**config.mk**
```make
export PLATFORM = sky130hd
export DESIGN_NAME = lcd_spi_tx_queue
export DESIGN_NICKNAME = d
export VERILOG_FILES = /design/src/rtl/lcd_spi_pkg.sv /design/src/rtl/lcd_spi_tx_queue_sync_fifo.sv /design/src/rtl/lcd_spi_tx_queue.sv
export SDC_FILE = /design/constraint.sdc
export NUM_CORES = 1
export LEC_CHECK = 0
export BUFFER_PORTS_ARGS = -buffer_cell sky130_fd_sc_hd__buf_4
export CAP_MARGIN = 15
export CORE_UTILIZATION = 61
export DETAILED_ROUTE_END_ITERATION = 8
export GPL_TIMING_DRIVEN = 1
export HOLD_SLACK_MARGIN = 0.02
export PLACE_DENSITY_LB_ADDON = 0.1
export SLEW_MARGIN = 20
export SYNTH_ARGS = -nofsm -noshare
export SYNTH_HDL_FRONTEND = slang
export SYNTH_HIERARCHICAL = 1
export SYNTH_SLANG_ARGS = --single-unit
```
**constraint.sdc**
```tcl
create_clock -name sys_clk -period 3.5 [get_ports sys_clk]
set_input_delay 1.05 -clock sys_clk [delete_from_list [all_inputs] [get_ports sys_clk]]
set_output_delay 1.05 -clock sys_clk [all_outputs]
set_load 0.005 [all_outputs]
```
**src/rtl/lcd_spi_pkg.sv**
```systemverilog
// rtl/lcd_spi_pkg.sv - shared constants, FSM states and width helper for the LCD SPI transmit queue
package lcd_spi_pkg;

    localparam logic DC_CMD  = 1'b0;
    localparam logic DC_DATA = 1'b1;

    typedef enum logic [1:0] {
        IDLE,
        LOAD,
        SHIFT,
        GAP
    } state_t;

    function automatic int clog2(input int value);
        int r;
        r = 0;
        for (int i = 0; i < 31; i++) begin
            if ((1 << i) < value) begin
                r = i + 1;
            end
        end
        return r;
    endfunction

endpackage

```
**src/rtl/lcd_spi_tx_queue_sync_fifo.sv**
```systemverilog
// rtl/lcd_spi_tx_queue_sync_fifo.sv - synchronous FIFO with extra-bit pointers and registered flags
module sync_fifo
    import lcd_spi_pkg::*;
#(
    parameter int WIDTH = 9,
    parameter int DEPTH = 16
) (
    input  logic                  sys_clk,
    input  logic                  sys_rst_n,
    input  logic                  push,
    input  logic                  pop,
    input  logic [WIDTH-1:0]      din,
    output logic [WIDTH-1:0]      dout,
    output logic                  full,
    output logic                  empty,
    output logic [clog2(DEPTH):0] level
);

    localparam int AW = clog2(DEPTH);
    localparam int PW = AW + 1;

    logic [WIDTH-1:0] mem_q [DEPTH];
    logic [PW-1:0]    wr_ptr_q, wr_ptr_d;
    logic [PW-1:0]    rd_ptr_q, rd_ptr_d;
    logic [PW-1:0]    level_q, level_d;
    logic             full_q, full_d;
    logic             empty_q, empty_d;
    logic             do_push, do_pop;

    // A pop in the same cycle frees a slot, so a push while full still lands.
    assign do_pop  = pop && !empty_q;
    assign do_push = push && (!full_q || do_pop);

    always_comb begin
        wr_ptr_d = wr_ptr_q + PW'(do_push);
        rd_ptr_d = rd_ptr_q + PW'(do_pop);
        level_d  = wr_ptr_d - rd_ptr_d;
        full_d   = (level_d == PW'(DEPTH));
        empty_d  = (level_d == '0);
    end

    always_ff @(posedge sys_clk or negedge sys_rst_n) begin
        if (!sys_rst_n) begin
            wr_ptr_q <= '0;
            rd_ptr_q <= '0;
            level_q  <= '0;
            full_q   <= 1'b0;
            empty_q  <= 1'b1;
        end else begin
            wr_ptr_q <= wr_ptr_d;
            rd_ptr_q <= rd_ptr_d;
            level_q  <= level_d;
            full_q   <= full_d;
            empty_q  <= empty_d;
        end
    end

    always_ff @(posedge sys_clk) begin
        if (do_push) begin
            mem_q[wr_ptr_q[AW-1:0]] <= din;
        end
    end

    assign dout  = mem_q[rd_ptr_q[AW-1:0]];
    assign full  = full_q;
    assign empty = empty_q;
    assign level = level_q;

endmodule

```
**src/rtl/lcd_spi_tx_queue.sv**
```systemverilog
// rtl/lcd_spi_tx_queue.sv - queued {dc, data} SPI mode-0 writer for the LCD panel
module lcd_spi_tx_queue
    import lcd_spi_pkg::*;
#(
    parameter int DATA_W     = 8,
    parameter int FIFO_DEPTH = 16,
    parameter int CLK_DIV    = 2,
    parameter int CS_BURST   = 1,
    parameter int CS_GAP     = 2
) (
    input  logic                       sys_clk,
    input  logic                       sys_rst_n,
    input  logic                       wr_en,
    input  logic [DATA_W:0]            wr_data,
    output logic                       full,
    output logic                       empty,
    output logic [clog2(FIFO_DEPTH):0] level,
    output logic                       overflow,
    output logic                       busy,
    output logic                       word_done,
    output logic                       lcd_cs,
    output logic                       lcd_dc,
    output logic                       lcd_sclk,
    output logic                       lcd_mosi
);

    localparam int DIV_W = clog2(CLK_DIV + 1);
    localparam int BIT_W = clog2(DATA_W + 1);
    localparam int GAP_W = clog2(CS_GAP + 1);

    state_t            state_q, state_d;
    logic [DIV_W-1:0]  div_q, div_d;
    logic [BIT_W-1:0]  bit_q, bit_d;
    logic [GAP_W-1:0]  gap_q, gap_d;
    logic [DATA_W-1:0] word_q, word_d;
    logic [DATA_W-1:0] word_shl;
    logic [DATA_W:0]   fifo_dout;
    logic              cs_q, cs_d, dc_q, dc_d, sclk_q, sclk_d, mosi_q, mosi_d;
    logic              done_q, done_d, busy_q, ovf_q, ovf_d;
    logic              pop, half_end;

    assign pop      = (state_q == LOAD);
    assign word_shl = word_q << 1;
    assign half_end = (div_q == DIV_W'(CLK_DIV - 1));
    assign ovf_d    = ovf_q | (wr_en & full & ~pop);

    sync_fifo #(
        .WIDTH (DATA_W + 1),
        .DEPTH (FIFO_DEPTH)
    ) u_fifo (
        .sys_clk   (sys_clk),
        .sys_rst_n (sys_rst_n),
        .push      (wr_en),
        .pop       (pop),
        .din       (wr_data),
        .dout      (fifo_dout),
        .full      (full),
        .empty     (empty),
        .level     (level)
    );

    always_comb begin
        state_d = state_q;
        div_d   = div_q;
        bit_d   = bit_q;
        gap_d   = gap_q;
        word_d  = word_q;
        cs_d    = cs_q;
        dc_d    = dc_q;
        sclk_d  = sclk_q;
        mosi_d  = mosi_q;
        done_d  = 1'b0;
        case (state_q)
            IDLE: begin
                cs_d   = 1'b1;
                sclk_d = 1'b0;
                if (!empty) state_d = LOAD;
            end
            LOAD: begin
                {dc_d, word_d} = fifo_dout;
                mosi_d  = fifo_dout[DATA_W-1];
                cs_d    = 1'b0;
                sclk_d  = 1'b0;
                bit_d   = BIT_W'(DATA_W - 1);
                div_d   = '0;
                state_d = SHIFT;
            end
            SHIFT: begin
                if (!half_end) begin
                    div_d = div_q + DIV_W'(1);
                end else begin
                    div_d  = '0;
                    sclk_d = !sclk_q;
                    // Falling transition: either advance to the next bit or close the word.
                    if (sclk_q) begin
                        if (bit_q == '0) begin
                            done_d = 1'b1;
                            if (CS_BURST != 0 && !empty) begin
                                state_d = LOAD;
                            end else begin
                                cs_d    = 1'b1;
                                gap_d   = '0;
                                state_d = GAP;
                            end
                        end else begin
                            bit_d  = bit_q - BIT_W'(1);
                            word_d = word_shl;
                            mosi_d = word_shl[DATA_W-1];
                        end
                    end
                end
            end
            GAP: begin
                cs_d   = 1'b1;
                sclk_d = 1'b0;
                if (gap_q == GAP_W'(CS_GAP - 1)) state_d = IDLE;
                else gap_d = gap_q + GAP_W'(1);
            end
            default: state_d = IDLE;
        endcase
    end

    always_ff @(posedge sys_clk or negedge sys_rst_n) begin
        if (!sys_rst_n) begin
            state_q <= IDLE;
            div_q   <= '0;
            bit_q   <= '0;
            gap_q   <= '0;
            word_q  <= '0;
            cs_q    <= 1'b1;
            dc_q    <= DC_CMD;
            sclk_q  <= 1'b0;
            mosi_q  <= 1'b0;
            done_q  <= 1'b0;
            busy_q  <= 1'b0;
            ovf_q   <= 1'b0;
        end else begin
            state_q <= state_d;
            div_q   <= div_d;
            bit_q   <= bit_d;
            gap_q   <= gap_d;
            word_q  <= word_d;
            cs_q    <= cs_d;
            dc_q    <= dc_d;
            sclk_q  <= sclk_d;
            mosi_q  <= mosi_d;
            done_q  <= done_d;
            busy_q  <= (state_d != IDLE);
            ovf_q   <= ovf_d;
        end
    end

    assign overflow  = ovf_q;
    assign busy      = busy_q;
    assign word_done = done_q;
    assign lcd_cs    = cs_q;
    assign lcd_dc    = dc_q;
    assign lcd_sclk  = sclk_q;
    assign lcd_mosi  = mosi_q;

endmodule

```
Word-level counts from Yosys, hierarchy flattened:

Memories as Yosys holds them, arrays and structs flattened.
Cells that the tools add are included.
W data, S select, Z words.

* input port bits: 12
* output and inout bits: 14
* memories kept: 1
* RAM bits: 144
* register bits after elaboration: 41

Memories
* u_fifo.mem_q: depth 16, width 9, rd ports 1, clocked after memory_dff 0, wr ports 1, line lcd_spi_tx_queue_sync_fifo.sv:22 `logic [WIDTH-1:0] mem_q [DEPTH];`

* muxes and demuxes: 40
* equal/unequal tests: 12
* bitwise gates (word level): 4
* add/sub/neg operators: 6
* reduce and logical (&&, ||, !) cells: 17

Operators with widths (count)
* $mux W2: 12
* $mux W7: 3
* $mux W1: 14
* $pmux W7 S2: 1
* $mux W4: 3
* $add A5 B1 Y5: 2
* $ne A2 B2 Y1 const B: 5
* $pmux W2 S2: 2
* $pmux W2 S4: 1
* $pmux W4 S2: 1
* $reduce_and A4 Y1: 2
* $eq A2 B1 Y1 const B: 3
* $reduce_and A6 Y1: 1
* $reduce_bool A2 Y1: 3
* $eq A5 B5 Y1 const B: 1
* $logic_not A5 Y1: 1
* $sub A5 B5 Y5: 1
* $add A2 B1 Y2 const B: 2
* $eq A2 B2 Y1 const B: 2
* $logic_not A4 Y1: 1
* $pmux W1 S2: 2
* $sub A4 B1 Y4 const B: 1
* $logic_not A1 Y1: 3
* $pmux W1 S3: 1
* 9 further kinds: 11

Depth between registers and ports, before layout:

Gate-level depths: netlist of run 1.

* depth after elaboration: 7
* gate-level depth with buffers: 13
* mapped depth without buffers: 13

Modules after synthesis:

The synthesis of run 1 kept the hierarchy.

By module, submodules not included
* sync_fifo: area an instance 6277.3 um^2, instances 1, cells an instance 305
* lcd_spi_tx_queue: area an instance 1315.0 um^2, instances 1, cells an instance 125

Worst setup path after synthesis of run 1:

No wires, ideal clock.

* kind: input port to flip-flop
* start: input wr_en
* end: register u_fifo.full_q (netlist: u_fifo/full)
* stages: 9
* slack: 510 ps
* path buffers: 0
* arrival: 2863 ps
* required time: 3372 ps
* cell sequence: o21a_1 > ha_1 > ha_1 > xor2_1 > ha_1 > a21o_1 > a21oi_1 > xor3_2 > nor3b_2

* longest elaborated chain between the ends: 4

Ends and longest elaborated chain
* from (decl): line lcd_spi_tx_queue.sv:13 `input logic wr_en,`
* $logic_and A1 B1 Y1: line lcd_spi_tx_queue_sync_fifo.sv:32 `assign do_push = push && (!full_q || do_pop);`
* $add A5 B1 Y5: line lcd_spi_tx_queue_sync_fifo.sv:35 `wr_ptr_d = wr_ptr_q + PW'(do_push);`
* via u_fifo.wr_ptr_d[2]: line lcd_spi_tx_queue_sync_fifo.sv:23 `logic [PW-1:0] wr_ptr_q, wr_ptr_d;`
* $sub A5 B5 Y5: line lcd_spi_tx_queue_sync_fifo.sv:37 `level_d = wr_ptr_d - rd_ptr_d;`
* via u_fifo.level_d[4]: line lcd_spi_tx_queue_sync_fifo.sv:25 `logic [PW-1:0] level_q, level_d;`
* $eq A5 B5 Y1: line lcd_spi_tx_queue_sync_fifo.sv:38 `full_d = (level_d == PW'(DEPTH));`
* via u_fifo.full_d: line lcd_spi_tx_queue_sync_fifo.sv:26 `logic full_q, full_d;`
* to (signal assigned): line lcd_spi_tx_queue_sync_fifo.sv:53 `full_q <= full_d;`
* to (decl): line lcd_spi_tx_queue_sync_fifo.sv:26

The timed path passes the listed nets, and every way through them passes these cells.
A chain may end at the register's enable or synchronous reset.

Worst setup path after layout of run 1:

* start: register state_q[1]
* end: register u_fifo.full_q (netlist: u_fifo/full)

* longest elaborated chain between the ends: 7

Ends and longest elaborated chain
* from (decl): line lcd_spi_tx_queue.sv:31 `state_t state_q, state_d;`
* from (signal assigned): line lcd_spi_tx_queue.sv:138 `state_q <= state_d;`
* $eq A2 B1 Y1: line lcd_spi_tx_queue.sv:42 `assign pop = (state_q == LOAD);`
* via pop: line lcd_spi_tx_queue.sv:40 `logic pop, half_end;`
* $logic_and A1 B1 Y1: line lcd_spi_tx_queue_sync_fifo.sv:31 `assign do_pop = pop && !empty_q;`
* $logic_or A1 B1 Y1: line lcd_spi_tx_queue_sync_fifo.sv:32
* $logic_and A1 B1 Y1: line lcd_spi_tx_queue_sync_fifo.sv:32
* $add A5 B1 Y5: line lcd_spi_tx_queue_sync_fifo.sv:35
* via u_fifo.wr_ptr_d[2]: line lcd_spi_tx_queue_sync_fifo.sv:23
* $sub A5 B5 Y5: line lcd_spi_tx_queue_sync_fifo.sv:37
* via u_fifo.level_d[4]: line lcd_spi_tx_queue_sync_fifo.sv:25
* $eq A5 B5 Y1: line lcd_spi_tx_queue_sync_fifo.sv:38
* via u_fifo.full_d: line lcd_spi_tx_queue_sync_fifo.sv:26

The timed path passes the listed nets, and every way through them passes these cells.

==> metrics, run 1 <==
outcome=finished, final reports clean; First-pass DRT Iterations=4; Mapped Area=7592 um^2; layout cells sized above 1=0.2546; final setup vio count=0; initial core utilization=0.6295; Post-CTS Setup Inserts=0; clock buffer depth=2; GRT Resource Usage Total=0.2346; 1st-iter DRT viols=297; register area share after synthesis=0.7050; post-layout net count=503; WL/cell=20.66 um; #FFs+latches synth=185; non-filler instance count after layout=655; Mapped Nets=459; Synth Warn #=6; Slew HR=0.5138; die area=12900 um^2; initial antenna violation count=0; top-count cell post-synth=edfxtp_1; Slew @ Worst Pin=0.7293 ns; CP startpoint kind=flop; clock slew at reported path FFs=0.07 ns; post-synth top area share=0.5695; vias in the first global route=3906; Placer Congestion=0.7602; largest net degree at the start of global routing=42; core area=12060 um^2; FFs w/ async S/R, synth=0.2216; Crit Path Category=flop to flop; DP HPWL=8727 um; min-delay worst type=flop to flop; unrepaired setup endpoints after global routing=false; Routed WL=13530 um; worst-path fanout max=7; die width=113.6 um; CTS hold repair buffers=0; worst skew pair latency=0.43 ns; root buf cell=clkbuf_16; post-DR vias/cell=5.971; TritonCTS clock tree=yes; Cells after Synth=430; ant diodes=0; vias post-DR=3911; Final ANT Viol Nets=0; Remaining Overflow, GRT=0; Max Freq=313.9 MHz; first-pass GRT wire length=21480 um; Num CTS Buffers=17; H-tree depth=4; CP arrival=3.50 ns; synth cell count leaders=edfxtp_1 (144), dfrtp_1 (39), mux4_2 (36); VDD IR-drop max=0.5542 mV; post-route setup TNS=0 ns; Yosys cell types=57; number of max-cap violations=0; PD cells=851.4 nW/um^2; number of synthesized flops with an enable pin=144; final hold violations=0; IO Pins=26; largest cells by area after synthesis=edfxtp_1 (57%), dfrtp_1 (13%), mux4_2 (11%), ha_1 (2.6%), a22oi_1 (1.8%); Top FF cell, synth=edfxtp_1; fin crit period=3.186 ns; CP endpoint kind=flop; DIE HEIGHT=113.6 um; Leak=3.161 nW; PortBufs=25; final period utilization=0.9102; CTS sink cnt=185; Row Count=40; max-slew violation count=0; Final Skew=0.008592 ns; Yosys top cell by area=edfxtp_1; Post-CTS Resized=0; DP Cell Count=623; Syn Area/Cell=17.66 um^2; Remaining DRCs=0; area grow syn2layout=14.16%; Req. time, crit path=3.81 ns
[cell type report]
cell class | instances | area, um^2
timing repair buffer | 44 | 330.3
multi-input combinational | 208 | 2079
inverter | 18 | 67.56
tap | 168 | 210.2
sequential | 185 | 5354
clock inverter | 14 | 196.4
clock buffer | 18 | 429.2
fill | 763 | 3395
[path summary, 6_finish.rpt]
| check | end | cells past startpoint | startpoint | slack [ns] |
|---|---|---|---|---|
| max in group asynchronous | lcd_cs$_DFFE_PN1P_ | 1 | sys_rst_n | 2.54 |
| setup / recovery | u_fifo/full$_DFF_PN0_ | 12 | state_q[1]$_DFF_PN0_ | 0.31 |
| min in group asynchronous | u_fifo/wr_ptr_q[3]$_DFF_PN0_ | 1 | sys_rst_n | 0.59 |
| setup reg to reg | u_fifo/full$_DFF_PN0_ | 12 | state_q[1]$_DFF_PN0_ | 0.31 |
| hold / removal | overflow$_DFF_PN0_ | 1 | overflow$_DFF_PN0_ | 0.50 |
| hold reg to reg | overflow$_DFF_PN0_ | 1 | overflow$_DFF_PN0_ | 0.50 |
[state kept, by name, indices dropped and copies added (netlist names), 2 cells and up]
name,flops
u_fifo/mem_q,144
word_q,7
u_fifo/level,5
u_fifo/rd_ptr_q,5
u_fifo/wr_ptr_q,5
bit_q,4
div_q,2
gap_q,2
state_q,2
[worst max-delay path, stage by stage (launching register included)]
cell	delay [ns]
dfrtp_1	0.46
inv_1	0.12
ha_1	0.24
nor2b_1	0.16
o21a_1	0.24
ha_1	0.24
ha_1	0.22
xor2_1	0.18
ha_1	0.38
a21o_1	0.20
a21oi_1	0.16
xor3_2	0.29
nor3b_2	0.17
[logic make-up (layout without fill, tap and decap cells)]
group / after synthesis / after routing / synth area share
AOI/OAI and AO/OA: 59 / 59 / 0.05307
xor gates and xnor gates: 9 / 9 / 0.01351
adders and majority gates: 17 / 17 / 0.02900
buffers and inverters: 37 / 94 / 0.02109
DFF: 185 / 185 / 0.7050
muxes: 47 / 47 / 0.1216
and+or+nand+nor: 76 / 76 / 0.05670
[layer usage]
layer	vias to the layer above	routed length, um	track usage
li1	1784	-	-
met2	100	6818	0.3776
met1	2014	5857	0.3144
met5	-	0	0
met4	0	170	0.1079
met3	13	686	0.04676
[metrics by stage]
step / hold slack (ns) / utilization / instance area, um^2 / setup WS, ns / power [mW]
after floorplan: 0.4489 / - / 7592 / 0.5097 / 4.761
after global placement: 0.4641 / 0.6667 / 8041 / 0.2540 / 5.344
after detailed placement: 0.4783 / 0.6667 / 8041 / 0.2000 / 5.437
after CTS: 0.4976 / 0.7186 / 8667 / 0.3049 / 7.449
after global routing: 0.5082 / 0.7186 / 8667 / 0.07285 / 7.796
final: 0.4976 / 0.7186 / 8667 / 0.3144 / 7.379
[cells in the final DEF (no fill, tap or decap), types with 4 or more instances in the layout]
cell       instances
clkbuf_16         17
nor2_1            13
nand2_1           16
edfxtp_1         144
a21oi_1           14
bufinv_16          4
buf_4             44
inv_1             18
nand2b_1           6
mux4_2            36
a31oi_1            8
nand3b_1           4
nor3_1             6
xnor2_1            4
mux2i_1            9
nand3_1           13
a22oi_1           18
dfrtp_1           38
ha_1              16
[power by group]
part | total [mW] | switching, mW | internal (mW)
clock network | 1.99 | 0.794 | 1.20
registers | 2.96 | 0.204 | 2.76
logic | 2.42 | 1.30 | 1.12
total | 7.38 | 2.30 | 5.08
Note: power is estimated with default switching activity, not from simulation.
==> run 2: changes to the inputs <==
- CORE_UTILIZATION: 61 -> 64
- CTS_BUF_LIST: not set -> sky130_fd_sc_hd__clkbuf_2 sky130_fd_sc_hd__clkbuf_4 sky130_fd_sc_hd__clkbuf_8
- CTS_CLUSTER_SIZE: not set -> 40
==> run 2 against run 1 <==
Non-clock buffer count did not move; hold slack got worse by 0.011 ns; register-to-register slack got worse by 0.11 ns; fmax decreased by 3.4%; count of clock-buffer cells in the layout fell by 1; final cell count down 4.0%; routed wire length decreased by 0.97%; critical path type unchanged; critical endpoint unchanged; highest routed layer unchanged.
==> metrics, run 2 (synthesis gave the netlist of run 1 again) <==
outcome=finished, final reports clean; Leak=3.063 nW (-3.1%); most common cell after layout, fill and taps aside=edfxtp_1; Routed WL=13400 um (-0.97%); Pwr Total=6.811 mW (-7.7%); root buf cell=clkbuf_8; GRT Resource Usage Total=0.2388 (+0.004203); H-tree depth=4 (unchanged); Num CTS Buffers=17 (unchanged); core area=11470 um^2 (-4.9%); crit path from=state_q[1]$_DFF_PN0_; initial antenna violation count=0 (unchanged); fin crit period=3.299 ns (+0.1132 ns); Max Freq=303.1 MHz (-3.4%); Worst path most repeated cell=ha_1; Placer Congestion=0.7973 (+4.9%); 1st-iter DRT viols=322 (+8.4%); PortBufs=25 (unchanged); Req. time, crit path=3.82 ns (about the same); VDD IR-drop max=0.5585 mV (+0.79%); Post-Place Worst Slack=0.1564 ns (-0.04362 ns); max reg flops=144 (unchanged); area grow syn2layout=10.84%; unrepaired setup endpoints after global routing=false; Slew HR=0.5089 (-0.004914); Post-CTS Setup Inserts=0 (unchanged); RR Startpoint=state_q[1]$_DFF_PN0_; post-DR vias/cell=6.246 (+4.6%); slowest stage delay, CP=0.46 ns (about the same); WL/cell=21.31 um (+3.1%); initial core utilization=0.6621 (+0.03262); Final ANT Viol Nets=0 (unchanged); clock slew at reported path FFs=0.09 ns (+0.02 ns); Fillers=695 (-8.9%); vias post-DR=3929 (+0.46%); DP HPWL=8835 um (+1.2%); Top delay family on crit path=adder cells; slowest CP cell=dfrtp_1; DIE HEIGHT=110.9 um (-2.3%); layout cells sized above 1=0.2531 (-0.001534); worst-path fanout max=7 (unchanged); ant diodes=0 (unchanged); Worst Reg-to-Reg Cells=12 (unchanged); Remaining DRCs=0 (unchanged); Remaining Overflow, GRT=0 (unchanged); Crit Path Category=flop to flop; worst skew pair latency=0.44 ns (about the same); final setup vio count=0 (unchanged); number of max-cap violations=0 (unchanged); CP endpoint kind=flop; clock buffer depth=2 (unchanged); CP arrival=3.62 ns (+0.12 ns); first-pass GRT wire length=21420 um (-0.29%); commonest cells after routing, fill and taps aside=edfxtp_1 (144), buf_4 (44), dfrtp_1 (38); die width=110.9 um (-2.3%); CTS hold repair buffers=0 (unchanged); post-route setup TNS=0 ns (unchanged); CTS sink cnt=185 (unchanged); largest net degree at the start of global routing=42 (unchanged); max-slew violation count=0 (unchanged); Final Skew=0.008682 ns (+0.00009029 ns); vias in the first global route=3992 (+2.2%); Post-CTS Resized=0 (unchanged); final hold violations=0 (unchanged); CP Buf/Inv Count=1 (unchanged); First-pass DRT Iterations=7 (+3); Slew @ Worst Pin=0.7352 ns (+0.005858 ns); Row Count=39 (-2.5%); post-layout net count=503 (unchanged); die area=12300 um^2 (-4.6%); hold depth=1 (unchanged); Hold Startpoint=overflow$_DFF_PN0_; TritonCTS clock tree=yes; Final WS setup=0.2012 ns (-0.1132 ns); worst path cell trace=inv_1 > ha_1 > nor2b_1 > o21a_1 > ha_1 > ha_1 > xor2_1 > ha_1 > a21o_1 > a21oi_1 > xor3_2 > nor3b_2; IO Pins=26 (unchanged); min-delay worst type=flop to flop; final period utilization=0.9425 (+0.03233); critical path depth in cells=12 (unchanged); PD cells=809.3 nW/um^2 (-4.9%); CP startpoint kind=flop
==> run 2: path summary, 6_finish.rpt <==
path                                                     end  slack (ns)
worst min register to register            overflow$_DFF_PN0_        0.49
worst min-delay path                      overflow$_DFF_PN0_        0.49
worst max-delay path                   u_fifo/full$_DFF_PN0_        0.20
min in group asynchronous       u_fifo/wr_ptr_q[4]$_DFF_PN0_        0.58
worst max register to register         u_fifo/full$_DFF_PN0_        0.20
max in group asynchronous                 lcd_cs$_DFFE_PN1P_        2.55
==> run 2: final cells by class <==
class                           count  area, um^2  share of cell area
Inverter                           18       67.56            0.008029
Clock inverter                     14       171.4             0.02037
Tap cell                          143       178.9             0.02126
Sequential cell                   185        5354              0.6362
Timing Repair Buffer               44       330.3             0.03925
Multi-Input combinational cell    208        2079              0.2471
Clock buffer                       17       234.0             0.02780
==> run 2: power breakdown <==
| group | internal, mW | switching, mW |
|---|---|---|
| Clock | 0.709 | 0.725 |
| Sequential | 2.75 | 0.201 |
| Combinational | 1.12 | 1.30 |
==> run 2: routing by layer <==
metal,share of wire,vias to the layer above,global-route usage
li1,-,1780,-
met1,0.41,1997,0.3179
met2,0.52,124,0.3925
met3,0.055,28,0.04757
met4,0.018,0,0.09600
met5,0,-,0
==> run 2: through the flow <==
step | hold WS (ns) | cell area, um^2 | util | cells
finish | 0.4867 | 8416 | 0.7339 | 629
global route | 0.5112 | 8416 | 0.7339 | 629
CTS | 0.4942 | 8416 | 0.7339 | 629
detailed placement | 0.4725 | 8010 | 0.6985 | 598
global placement | 0.4643 | 8010 | 0.6985 | 598
floorplan | 0.4489 | 7592 | - | 430
==> run 3: changes to the inputs <==
- ABC_AREA: not set -> 1
- MAX_ROUTING_LAYER: not set -> met4
==> run 3 against run 2 <==
Critical path depth rose by 2; register-to-register slack gained 0.31 ns; hold slack improved by 0.0056 ns; synthesized area rose by 8.2%; sequential share of layout area down 3.8 points; routed wire length up 21%; highest routed layer unchanged; synthesized cell count is 65% higher; cell area increased by 6.4%; die area is 8.1% higher; total power is 11% higher; largest power group unchanged; final cell count grew 47%.
==> metrics, run 3 <==
outcome=finished, final reports clean; register area share after synthesis=0.6513 (-0.05367); post-DR vias/cell=5.606 (-10%); Leak=3.641 nW (+19%); VDD IR-drop max=0.7681 mV (+38%); Compound-Gate Fraction of Synth Area=0.1098 (+0.05671); critical path depth in cells=14 (+2); number of max-cap violations=0 (unchanged); IO Pins=26 (unchanged); max-slew violation count=0 (unchanged); Remaining DRCs=0 (unchanged); Crit Path Category=flop to flop; worst path cell trace=inv_1 > ha_1 > inv_1 > nor2_1 > o21a_1 > ha_1 > ha_1 > xor2_1 > ha_1 > a21oi_1 > nand2_1 > nand2_1 > nand3_1 > nor2_1; vias in the first global route=4930 (+23%); CP arrival=3.39 ns (-0.23 ns); Slew HR=0.4849 (-0.02401); max reg flops=144 (unchanged); Yosys top cell by area=edfxtp_1; slowest stage delay, CP=0.46 ns (about the same); WL/cell=17.56 um (-18%); Mapped Area=8218 um^2 (+8.2%); DP HPWL=10430 um (+18%); Final ANT Viol Nets=0 (unchanged); final core occ=0.7122 (-0.02168); largest family of logic cells by synthesized area=simple AND/OR/NAND/NOR gates; Remaining Overflow, GRT=0 (unchanged); Design Area, Final=8951 um^2 (+6.4%); root buf cell=clkbuf_8; worst-path fanout max=6 (-1); CTS sink cnt=185 (unchanged); FFs w/ async S/R, synth=0.2216 (unchanged); top-count cell post-synth=edfxtp_1; Final Skew=0.01496 ns (+0.006283 ns); Routed WL=16260 um (+21%); Top FF cell, synth=edfxtp_1; hold depth=2 (+1); mux share of post-synthesis cell area=0.009896 (-0.1117); unrepaired setup endpoints after global routing=false; worst hold slack=0.4923 ns (+0.005610 ns); xor-xnor portion of the synthesized cell area=0.005329 (-0.008185); final setup vio count=0 (unchanged); Row Count=41 (+5.1%); Fillers=867 (+25%); Mapped Nets=739 (+61%); PD cells=846.8 nW/um^2 (+4.6%); core area=12570 um^2 (+9.6%); CP Buf/Inv Count=2 (+1); 1st-iter DRT viols=362 (+12%); placed inst area=8542 um^2 (+6.6%); Synth Warn #=6 (unchanged); Yosys cell types=38 (-33%); Req. time, crit path=3.90 ns (+0.08 ns); largest cells by area after synthesis=edfxtp_1 (53%), dfrtp_1 (12%), inv_1 (4.8%), nand3_1 (4.8%), nand2_1 (4.5%); met2 WL=7702 um (+11%); Max Freq=334.4 MHz (+10%); #FFs+latches synth=185 (unchanged); Slew @ Worst Pin=0.7727 ns (+0.03752 ns); worst skew pair latency=0.46 ns (+0.02 ns); Syn Area/Cell=11.57 um^2 (-34%); First-pass DRT Iterations=5 (-2); CP endpoint kind=flop; post-route setup TNS=0 ns (unchanged); final hold violations=0 (unchanged); most common cell after layout, fill and taps aside=edfxtp_1; Post-Place Worst Slack=0.4255 ns (+0.2691 ns); commonest cells after routing, fill and taps aside=edfxtp_1 (144), inv_1 (106), nand2_1 (99); WL met3=961 um (+30%); clock slew at reported path FFs=0.09 ns (about the same); area grow syn2layout=8.922%; vias post-DR=5191 (+32%); die width=115.3 um (+4.0%); adder-cell share of the synthesized area=0.02680 (-0.002208); Top delay family on crit path=adder cells; layout cells sized above 1=0.1578 (-0.09526); ant diodes=0 (unchanged); post-synth top area share=0.5262 (-0.04336); Worst Reg-to-Reg Cells=14 (+2); synth cell count leaders=edfxtp_1 (144), inv_1 (106), nand2_1 (99); slowest CP cell=dfrtp_1; H-tree depth=4 (unchanged); Worst path most repeated cell=ha_1; Metal-1 WL=7303 um (+34%); Post-CTS Resized=0 (unchanged); largest net degree at the start of global routing=74 (+76%); Synth Area in Simple Gates=0.1183 (+0.06161); initial core utilization=0.6539 (-0.008226); TritonCTS clock tree=yes; clock buffer depth=2 (unchanged); Cells after Synth=710 (+65%); first-pass GRT wire length=25550 um (+19%); number of synthesized flops with an enable pin=144 (unchanged); Final WS setup=0.5098 ns (+0.3086 ns); GRT Resource Usage Total=0.2752 (+0.03643); DIE HEIGHT=115.3 um (+4.0%); Placer Congestion=0.8685 (+8.9%); post-layout net count=770 (+53%); Max Used Layer=met4; min-delay worst type=flop to flop; CP startpoint kind=flop; Post-CTS Setup Inserts=0 (unchanged); initial antenna violation count=0 (unchanged); PortBufs=25 (unchanged); die area=13300 um^2 (+8.1%); fin crit period=2.990 ns (-0.3086 ns); Num CTS Buffers=17 (unchanged); final period utilization=0.8543 (-0.08817); CTS hold repair buffers=0 (unchanged)
## run 3: power breakdown
part,internal (mW),switching [mW]
Sequential,2.77,0.388
Combinational,1.09,1.88
Clock,0.717,0.735
Total,4.58,3.00
## run 3: layout make-up
cell class | instances | area [um^2] | area share
clock buffers | 18 | 241.5 | 0.02698
clock inverters | 14 | 167.7 | 0.01873
inverters | 109 | 411.6 | 0.04599
multi-input cells | 383 | 2220 | 0.2480
flip-flops and latches | 185 | 5358 | 0.5985
well taps | 172 | 215.2 | 0.02404
repair buffers | 45 | 337.8 | 0.03774
## run 3: worst paths after layout
check | end | start | slack, ns
worst max register to register | u_fifo/empty$_DFF_PN1_ | state_q[1]$_DFF_PN0_ | 0.51
worst min-delay path | word_q[0]$_DFFE_PN0P_ | word_q[0]$_DFFE_PN0P_ | 0.49
worst max-delay path | u_fifo/empty$_DFF_PN1_ | state_q[1]$_DFF_PN0_ | 0.51
max in group asynchronous | u_fifo/rd_ptr_q[0]$_DFF_PN0_ | sys_rst_n | 2.54
worst min register to register | word_q[0]$_DFFE_PN0P_ | word_q[0]$_DFFE_PN0P_ | 0.49
min in group asynchronous | bit_q[1]$_DFFE_PN0P_ | sys_rst_n | 0.57
## run 3: worst min-delay path, cell delays in order (launching register included)
cell	delay [ns]
dfrtp_1	0.36
nand2_1	0.06
nand2_1	0.05
## run 3: metrics by stage
stage	power [mW]	std cells
global placement	5.990	894
finish	7.579	926
floorplan	5.425	710
global route	8.074	926
detailed placement	6.134	894
CTS	7.592	926
## run 3: metal layers
layer  GRT usage  vias up
li1            -     2502
met1      0.3736     2517
met2      0.4100      151
met3     0.06378       21
met4     0.09697        0
met5           -        -
## run 3: cells by family after synthesis
logic type | count (synthesis)
AND/OR/NAND/NOR | 219
flip-flops | 185
buffers and inverters | 142
AO/OA/AOI/OAI | 134
adder cells (fa/ha/maj) | 17
multiplexers | 8
XOR/XNOR | 5
